<file path="config.mk">
export PLATFORM = sky130hd
export DESIGN_NAME = fetch_unit
export DESIGN_NICKNAME = d
export VERILOG_FILES = /design/src/rtl/fetch_unit.sv
export SDC_FILE = /design/constraint.sdc
export NUM_CORES = 1
export LEC_CHECK = 0
export CAP_MARGIN = 20
export CORE_MARGIN = 8
export CORE_UTILIZATION = 30
export DETAILED_ROUTE_END_ITERATION = 16
export GPL_TIMING_DRIVEN = 0
export PLACE_DENSITY = 0.55
export REMOVE_ABC_BUFFERS = 1
export SYNTH_ARGS = -nofsm -noshare
export SYNTH_HDL_FRONTEND = slang
export SYNTH_SLANG_ARGS = --single-unit
</file>
<file path="constraint.sdc">
create_clock -name clk -period 5.5 [get_ports clk]
set_input_delay 1.375 -clock clk [delete_from_list [all_inputs] [get_ports clk]]
set_output_delay 1.375 -clock clk [all_outputs]
set_load 0.005 [all_outputs]
</file>
<file path="src/rtl/fetch_unit.sv">
// Purpose: PC, instruction register and ALUOut holding stage of a multicycle core, with imem wait handling.
// Latency: IR, PC and ALUOut update at the edge after the request; field decode and imem_addr are combinational.
// Backpressure: an IR load without imem_valid raises stall the same cycle until imem_valid returns.
module fetch_unit #(
  parameter logic [31:0] RESET_PC = 32'h0000_0000
) (
  input  logic        clk,
  input  logic        reset,
  input  logic        IRWrite,
  input  logic        PCWrite,
  input  logic        PCSrc,
  input  logic [31:0] ALUResult,
  input  logic [31:0] imem_rdata,
  input  logic        imem_valid,
  output logic [31:0] imem_addr,
  output logic [31:0] PC,
  output logic [5:0]  Opcode,
  output logic [4:0]  Rs,
  output logic [4:0]  Rt,
  output logic [4:0]  Rd,
  output logic [4:0]  Shamt,
  output logic [5:0]  Funct,
  output logic [31:0] SignImm,
  output logic [31:0] ALUOut,
  output logic        stall,
  output logic        align_err,
  output logic [15:0] fetch_count,
  output logic [15:0] stall_cycles
);

  typedef enum logic {
    ST_READY = 1'b0,
    ST_WAIT  = 1'b1
  } state_t;

  state_t      r_state;
  logic [31:0] r_pc;
  logic [31:0] r_ir;
  logic [31:0] r_aluout;
  logic        r_pend_vld;
  logic [31:0] r_pend_pc;
  logic [15:0] r_fetch_count;
  logic [15:0] r_stall_cycles;
  logic        r_align_err;

  state_t      w_next_state;
  logic        w_stall;
  logic        w_ir_load;
  logic        w_pc_load;
  logic [31:0] w_pc_next;
  logic        w_pend_capture;
  logic [31:0] w_sel_pc;

  // Candidate next PC from the controller's chosen source.
  assign w_sel_pc = PCSrc ? r_aluout : ALUResult;

  // Next-state and per-cycle action decode; all controller inputs are ignored while waiting.
  always_comb begin
    w_next_state   = r_state;
    w_stall        = 1'b0;
    w_ir_load      = 1'b0;
    w_pc_load      = 1'b0;
    w_pc_next      = w_sel_pc;
    w_pend_capture = 1'b0;
    case (r_state)
      ST_READY: begin
        if (IRWrite && !imem_valid) begin
          // Freeze everything and remember the PC update the controller asked for.
          w_stall        = 1'b1;
          w_pend_capture = 1'b1;
          w_next_state   = ST_WAIT;
        end else begin
          w_ir_load = IRWrite;
          w_pc_load = PCWrite;
        end
      end
      ST_WAIT: begin
        w_stall = 1'b1;
        if (imem_valid) begin
          w_ir_load    = 1'b1;
          w_pc_load    = r_pend_vld;
          w_pc_next    = r_pend_pc;
          w_next_state = ST_READY;
        end
      end
      default: w_next_state = ST_READY;
    endcase
  end

  // FSM state register.
  always_ff @(posedge clk) begin
    if (reset) r_state <= ST_READY;
    else       r_state <= w_next_state;
  end

  // PC update and one-cycle misalignment flag for the write that just happened.
  always_ff @(posedge clk) begin
    if (reset) begin
      r_pc        <= RESET_PC;
      r_align_err <= 1'b0;
    end else begin
      r_align_err <= w_pc_load && (w_pc_next[1:0] != 2'b00);
      if (w_pc_load) r_pc <= w_pc_next;
    end
  end

  // Instruction register load.
  always_ff @(posedge clk) begin
    if (reset)          r_ir <= 32'h0;
    else if (w_ir_load) r_ir <= imem_rdata;
  end

  // ALUOut follows ALUResult except while stalled.
  always_ff @(posedge clk) begin
    if (reset)         r_aluout <= 32'h0;
    else if (!w_stall) r_aluout <= ALUResult;
  end

  // Pending PC write captured on WAIT entry; dropped once applied or on reset.
  always_ff @(posedge clk) begin
    if (reset) begin
      r_pend_vld <= 1'b0;
      r_pend_pc  <= 32'h0;
    end else if (w_pend_capture) begin
      r_pend_vld <= PCWrite;
      r_pend_pc  <= w_sel_pc;
    end else if (r_state == ST_WAIT && imem_valid) begin
      r_pend_vld <= 1'b0;
    end
  end

  // Fetch counter wraps; stall counter saturates.
  always_ff @(posedge clk) begin
    if (reset) begin
      r_fetch_count  <= 16'h0;
      r_stall_cycles <= 16'h0;
    end else begin
      if (w_ir_load) r_fetch_count <= r_fetch_count + 16'd1;
      if (w_stall && r_stall_cycles != 16'hFFFF) r_stall_cycles <= r_stall_cycles + 16'd1;
    end
  end

  assign imem_addr    = r_pc;
  assign PC           = r_pc;
  assign Opcode       = r_ir[31:26];
  assign Rs           = r_ir[25:21];
  assign Rt           = r_ir[20:16];
  assign Rd           = r_ir[15:11];
  assign Shamt        = r_ir[10:6];
  assign Funct        = r_ir[5:0];
  assign SignImm      = {{16{r_ir[15]}}, r_ir[15:0]};
  assign ALUOut       = r_aluout;
  assign stall        = w_stall;
  assign align_err    = r_align_err;
  assign fetch_count  = r_fetch_count;
  assign stall_cycles = r_stall_cycles;

endmodule

</file>
# --- Word level (Yosys, flattened, before mapping) ---
# Cells that the tools add are included.
classes:
  n_mux: 16
  n_bitwise: 1
  n_reduce_logical: 7
  add_sub_neg: 2
  eq_ne: 1
op_table:
  columns: ["cell", "n"]
  rows:
  - ["32-bit two-way mux", 3]
  - ["16-bit by 1-bit adder with 16-bit output, second input constant", 2]
  - ["16-bit != test, second input constant", 1]
  - ["1-bit two-way mux", 9]
  - ["1-bit one-hot mux with 2 select lines", 4]
  - ["1-bit logical AND", 4]
  - ["2-bit nonzero test", 2]
  - ["1-bit logical NOT", 1]
  - ["1-bit inverter", 1]
totals:
  out_inout_bits: 194
  word_cells: 36
  input_bits: 70
  reg_bits: 163

# --- Longest topological paths before layout ---
# Gate-level depths: netlist of the first run.
depth:
  word_depth: 5
  mapped_depth: 7
  ltp_nobuf: 5

# --- Worst setup path after synthesis of the first run ---
# Ideal clock, no wire load.
synth_path:
  path_kind: "input-to-output"
  startpoint: "input port imem_valid"
  endpoint: "output port stall"
  arrival_ps: 2226
  path_buffers: 2
  path_stages: 5
  path_slack_ps: 1899
  path_cell_list: "buf_2 nor2b_1 nor2_1 inv_2 clkbuf_1"
synth_between:
  elab_chain_len: 4
synth_rtl:
  columns: ["item", "line", "source"]
  rows:
  - ["start: declaration", "14", "input logic imem_valid,"]
  - ["1-bit logical NOT", "67", "if (IRWrite && !imem_valid) begin"]
  - ["1-bit logical AND", "67", null]
  - ["1-bit two-way mux", "67", null]
  - ["1-bit one-hot mux with 2 select lines", "65", "case (r_state)"]
  - ["end: declaration", "25", "output logic stall,"]
# No other way between the ends.

# --- Worst setup path in the final report of the first run ---
layout_path:
  startpoint: "input port IRWrite"
  endpoint: "output port stall"
layout_between:
  elab_chain_len: 3
layout_rtl:
  columns: ["item", "line", "source"]
  rows:
  - ["start: declaration", "9", "input logic IRWrite,"]
  - ["1-bit logical AND", "67", null]
  - ["1-bit two-way mux", "67", null]
  - ["1-bit one-hot mux with 2 select lines", "65", null]
# No other way between the ends.

==> results.md, run 1 <==
- Die area: 29,300 um2
- Setup WS pre-CTS: approximately 280 ps
- CTS tree: built
- Hold Slack: between 400 and 500 ps
- Initial Util: a little under a third
- Drt total wl: ~22 mm
- Max-Cap Viols: 0
- Async set-reset flop share out of synthesis: 0%
- Share of cells above drive strength 1: roughly 5.5%
- Most common cell in the netlist: dfxtp_1
- Reg2reg end: PC[13]
- First-pass GRT wire length: about 35 mm
- Remaining Overflow, GRT: 0
- Netlist Area Pre-Place: 7230 um2
- Die width: between 150 and 200 um
- Vias in the first global route: about 6,100
- Design area: 10,300 um2
- Number of I/O pins: approximately 260
- Post-CTS setup buffers: 0
- Post-placement cell area: a little under 10,000 um2
- Rows: between 50 and 60
- Post-Layout Cell Count: ~1,400
- Critical-path cell list: clkdlybuf4s50_1 > nor2b_1 > nor2_4 > inv_2 > clkdlybuf4s50_1
- CP peak stage delay: around 640 ps
- Top FF cell, synth: dfxtp_1
- I/O Buffers: 263
- Vias per inst: 4.65
- Worst-path fanout max: 34
- Vias: between 6,000 and 7,000
- R2r worst-path depth: 6
- Clock Skew: 13.2 ps
- Worst Path Class, Setup: input pin to output pin
- Compound-Gate Fraction of Synth Area: between 10% and 20%
- Seq pwr share: between 40% and 50%
- Yosys reg bits: 163
- Final Cycle Share: 94.6%
- Hold depth: 2
- Most frequent cells after synthesis: dfxtp_1, nand2_1, nor2_1
- Slew of the pin with the lowest slew margin: 901 ps
- RSZ-0062 raised after global routing: no
- EDFF count, synth: 0
- Area Overhead vs Synth: 43.2%
- Leak pwr: 3.71 nW
- Area leader, netlist: dfxtp_1
- Hold Violations, Final: 0
- Int Power: ~2.2 mW
- Largest family of logic cells by synthesized area: simple AND/OR/NAND/NOR gates
- Setup WS post-layout: roughly 300 ps
- Family with the most delay on the worst path: buffers and inverters
- Worst setup EP type: output pin
- Reg2Reg Launch Point: r_state
- Power Total: just under 3 mW
- H-Tree Depth: 4
- First-pass DRT Iterations: 4
- Power density over cell area: approximately 280 nW/um2
- DP Wirelength: 15.8 mm
- Mux share of post-synthesis cell area: 10.0%
- Relative max-transition margin: between 30 and 40%
- Antenna violations before repair: 1
- Largest net degree at the start of global routing: 91
- Worst-case clock buffer depth: 2
- # hold bufs at CTS: 0
- Nets@finish: approximately 1,100
- # DRC: 0
- CTS clk-pin slew, worst paths: 60 ps
- WP buf/inv: 3
- Switch share: about a quarter
- Clock network fraction of design power: between 40% and 50%
- Net switching power figure: between 0.7 and 0.8 mW
- Num Clock Sinks: around 160
- DR WL/cell: about 16 um
- CTS buffer count: 17
- Hold Crit Start: r_ir[26]
- Status: completed
- HP Class: register to register
- Cells after synthesis: 858
- Root Buffer: clkbuf_16
- Drt initial violations: 311
- Critical path's slowest cell: clkdlybuf4s50_1
- Xor/xnor cell area share of the yosys netlist: between 1 and 1.5%
- Hold Path Sink: r_ir[26]
- Post-synthesis simple-gate area fraction: a little under a fifth
- Post-Synth Adder-Cell Area: less than 1%
- Post-DRT Antenna Nets: 0
- Synth area leaders: dfxtp_1, mux2i_1, nand2_1, buf_4, a21oi_1
- CTS resizes: 0
- Die extent in y: ~170 um
- Fin. max-slew vios: 0
- Synth unique cells: 44
- Core area: ~24,000 um2
- GP Congestion: between 0.7 and 0.8
- Synthesized area per cell: between 8 and 9 um2
- Clock latency at the later pin of the worst-skew pair: 420 ps
- Final min period: between 5000 and 6000 ps
- Synth warn: 0
- Final setup fails: 0
- Placed cell count: ~1,300
- Worst IR Drop VDD: ~0.19 mV
- Comb pwr share: around 14%
- Yosys top cell area share: between 40 and 50%
- Gr usage total: approximately 15%
- Crit path required time: between 4000 and 5000 ps
- F_max: 192 MHz
- R2r setup slk: roughly 2500 ps
- CP Launch Type: input pin
- Crit path DAT: approximately 3800 ps
- Crit-path most repeated cell: clkdlybuf4s50_1
- Seq/Total Area, Yosys: 45.2%
-- logic make-up after synthesis --
family          after synthesis
compound gates              168
xor+xnor                     11
fa+ha+maj                     2
buf+inv                     135
flops                       163
mux                          72
simple gates                307
-- stage by stage --
stage	setup TNS (ps)	util [%]
finish	0	43.2
global route	0	43.2
CTS	0	43.2
detailed placement	0	40.7
global placement	-259610	39.8
floorplan	0	-
-- worst max-delay path by stage --
| stage | startpoint | to | slack (ps) | depth (start not counted) |
|---|---|---|---|---|
| 6_report | IRWrite | stall | 300 | 5 |
| 2_1_floorplan | IRWrite | stall | 1030 | 3 |
| 4_1_cts | imem_valid | stall | 260 | 5 |
| 5_1_grt | imem_valid | stall | 160 | 5 |
| 3_3_place_gp | imem_valid | stall | -3370 | 5 |
| 3_5_place_dp | imem_valid | stall | 280 | 5 |
-- worst min-delay path: cells and delay by family (launching register included) --
family          cells  cell delay [ps]
flops               1              310
simple gates        1               50
compound gates      1               50
-- per-layer routing --
metal	GRT usage, %	wire [um]
met5	0	0
met4	3.36	196
met2	26.1	11300
met1	18.0	9690
met3	3.92	1240
-- cells in the final DEF (no fill, tap or decap), types with 2 or more instances in the layout --
| cell | count |
|---|---|
| nand3_1 | 39 |
| inv_6 | 2 |
| dfxtp_1 | 162 |
| buf_16 | 4 |
| xnor2_1 | 9 |
| xor2_1 | 2 |
| a21o_1 | 3 |
| nand2_1 | 140 |
| nor2_1 | 84 |
| clkbuf_1 | 2 |
| bufinv_16 | 3 |
| a211oi_1 | 34 |
| buf_8 | 2 |
| buf_12 | 3 |
| mux2i_1 | 68 |
| or4_1 | 6 |
| clkinv_4 | 2 |
| clkdlybuf4s50_1 | 260 |
| o21ai_0 | 34 |
| nor3_1 | 6 |
| or3_1 | 4 |
| ha_1 | 2 |
| o31ai_1 | 6 |
| nor2_4 | 2 |
| clkinvlp_4 | 3 |
| clkbuf_16 | 17 |
| nor2b_1 | 5 |
| inv_1 | 12 |
| nor4_1 | 7 |
| nor3_2 | 2 |
| buf_2 | 2 |
| clkinv_2 | 2 |
| a21oi_1 | 77 |
| o2111ai_1 | 2 |
| mux2_2 | 4 |
| a311oi_1 | 2 |
| nand4_1 | 7 |
-- layout make-up --
cell class / instances / area (um2)
timing repair buffer: 272 / 2820
tap: 324 / 405
sequential: 163 / 3260
fill: 2414 / 13600
inverter: 13 / 48.8
antenna: 1 / 2.50
clock buffer: 19 / 433
clock inverter: 12 / 158
multi-input combinational: 560 / 3210
-- power groups by stage --
stage	registers (mW)	logic, mW	clock network (mW)
5_1_grt	1.30	0.467	1.31
4_1_cts	1.29	0.436	1.26
3_3_place_gp	1.32	0.426	0
6_report	1.29	0.427	1.22
2_1_floorplan	1.32	0.141	0
3_5_place_dp	1.32	0.434	0
-- sequential cells by signal, summed over array words and instances, names as in the netlist --
name	flops
r_state	1
PC	32
fetch_count	16
r_pend_pc	32
r_ir	32
stall_cycles	16
align_err	1
ALUOut	32
r_pend_vld	1
Power figures use the tool's default switching activity.
==> run 2: changes to the inputs <==
--- a/config.mk
+++ b/config.mk
@@ -7,11 +7,12 @@
 export LEC_CHECK = 0
 export CAP_MARGIN = 20
 export CORE_MARGIN = 8
-export CORE_UTILIZATION = 30
+export CORE_UTILIZATION = 37
 export DETAILED_ROUTE_END_ITERATION = 16
 export GPL_TIMING_DRIVEN = 0
-export PLACE_DENSITY = 0.55
+export PLACE_DENSITY = 0.65
 export REMOVE_ABC_BUFFERS = 1
 export SYNTH_ARGS = -nofsm -noshare
 export SYNTH_HDL_FRONTEND = slang
 export SYNTH_SLANG_ARGS = --single-unit
+export TNS_END_PERCENT = 100
==> run 2 against run 1 <==
Final cell count decreased by 4.3%. Via count rose by 0.79%. Sequential power about the same. Non-clock buffer count did not move. Critical path type unchanged. Largest power group unchanged.
==> results.md, run 2 (synthesis results as in run 1) <==
- Status: completed
- Slew of the pin with the lowest slew margin: approximately 830 ps
- Worst setup EP type: output pin
- Share of cells above drive strength 1: under 10%
- Critical-path cell list: clkdlybuf4s50_1 > nor2b_1 > nor2_4 > buf_12 > inv_2 > clkdlybuf4s50_1
- Fin. max-slew vios: 0
- Final Cycle Share: roughly 96%
- CTS resizes: 0
- Rows: 51
- Final min period: roughly 5300 ps
- Most frequent cells in the layout: clkdlybuf4s50_1, dfxtp_1, nand2_1, nor2_1, a21oi_1
- Hold Violations, Final: 0
- Die width: between 150 and 200 um
- First-pass DRT Iterations: 4
- Setup WS pre-CTS: 249 ps
- Worst-case clock buffer depth: 2
- Final setup fails: 0
- Die extent in y: 156 um
- DR WL/cell: around 16 um
- Initial Util: 37.4%
- Fin util: 53.2%
- Remaining Overflow, GRT: 0
- R2r setup slk: 2810 ps
- Power density over cell area: between 200 and 300 nW/um2
- Leak pwr: approximately 3.7 nW
- Family with the most delay on the worst path: buffers and inverters
- Clock Skew: approximately 9 ps
- Clock latency at the later pin of the worst-skew pair: around 420 ps
- FILL cells: ~1,800
- Num Clock Sinks: 163
- First-pass GRT wire length: approximately 34 mm
- Vias in the first global route: ~6,400
- Core area: 19,300 um2
- Critical path's slowest cell: clkdlybuf4s50_1
- Placed cell count: roughly 1,300
- Post-DRT Antenna Nets: 0
- I/O Buffers: 263
- Most common cell after layout, fill and taps aside: clkdlybuf4s50_1
- Setup WS post-layout: 246 ps
- Largest net degree at the start of global routing: roughly 110
- Design area: 10,300 um2
- Post-Layout Cell Count: 1,305
- Post-placement cell area: ~9700 um2
- Crit path required time: between 4000 and 5000 ps
- Root Buffer: clkbuf_16
- CTS tree: built
- # DRC: 0
- Gr usage total: 17.5%
- Nets@finish: 1,099
- RSZ-0062 raised after global routing: no
- Vias: around 6,400
- Die area: 24,300 um2
- # diodes: 0
- Drt initial violations: roughly 270
- Number of I/O pins: roughly 260
- Antenna violations before repair: 0
- Relative max-transition margin: roughly 45%
- Crit-path most repeated cell: clkdlybuf4s50_1
- CP peak stage delay: approximately 640 ps
- Crit path DAT: between 3000 and 4000 ps
- WP buf/inv: 4
- Worst-path fanout max: 34
- CP Launch Type: input pin
- # hold bufs at CTS: 0
- Area Overhead vs Synth: 42.5%
- Max-Cap Viols: 0
- Vias per inst: 4.90
- F_max: roughly 190 MHz
- GP Congestion: around 0.76
- Power Total: 2.97 mW
- CTS buffer count: 17
- Worst Path Class, Setup: input pin to output pin
- H-Tree Depth: 4
- DP Wirelength: roughly 15 mm
- Worst IR Drop VDD: 0.207 mV
- Drt total wl: 21.4 mm
- HP Class: register to register
- Post-CTS setup buffers: 0
- CTS clk-pin slew, worst paths: around 70 ps
## run 2: final timing paths
path | start | endpoint | cells after the start
setup / recovery | IRWrite | stall | 6
hold / removal | r_ir[18] | r_ir[18] | 2
setup reg to reg | r_state | PC[21] | 6
hold reg to reg | r_ir[18] | r_ir[18] | 2
## run 2: through the flow
step / hold slack, ps / TNS [ps]
detailed placement: 447 / 0
global placement: 441 / -229550
finish: 452 / 0
CTS: 456 / 0
global route: 469 / 0
floorplan: 447 / 0
## run 2: report_power, final
group	total, mW	switching [mW]	leakage (nW)	internal, mW
logic	0.423	0.187	2.09	0.236
registers	1.29	0.0453	1.33	1.24
clock network	1.26	0.513	0.308	0.749
## run 2: area by class of cell
class | instances | area (um2) | share of cell area (%)
timing repair buffer | 272 | 2810 | 27.3
multi-input combinational | 560 | 3210 | 31.2
clock buffer | 19 | 453 | 4.40
inverter | 13 | 48.8 | 0.474
sequential | 163 | 3260 | 31.7
tap | 265 | 332 | 3.22
clock inverter | 13 | 174 | 1.69
## run 2: layer usage
metal	GRT usage [%]	vias up	share of wire, %
li1	-	3223	-
met1	20.5	3029	43
met2	31.0	124	50
met3	4.18	18	4.9
met4	5.36	0	1.2
met5	0	-	0
## run 2: tightest hold or removal path, delay by kind of cell, from the launching register on
kind / cells / cell delay [ps]
AND/OR/NAND/NOR: 1 / 50
flip-flops: 1 / 310
AO/OA/AOI/OAI: 1 / 50
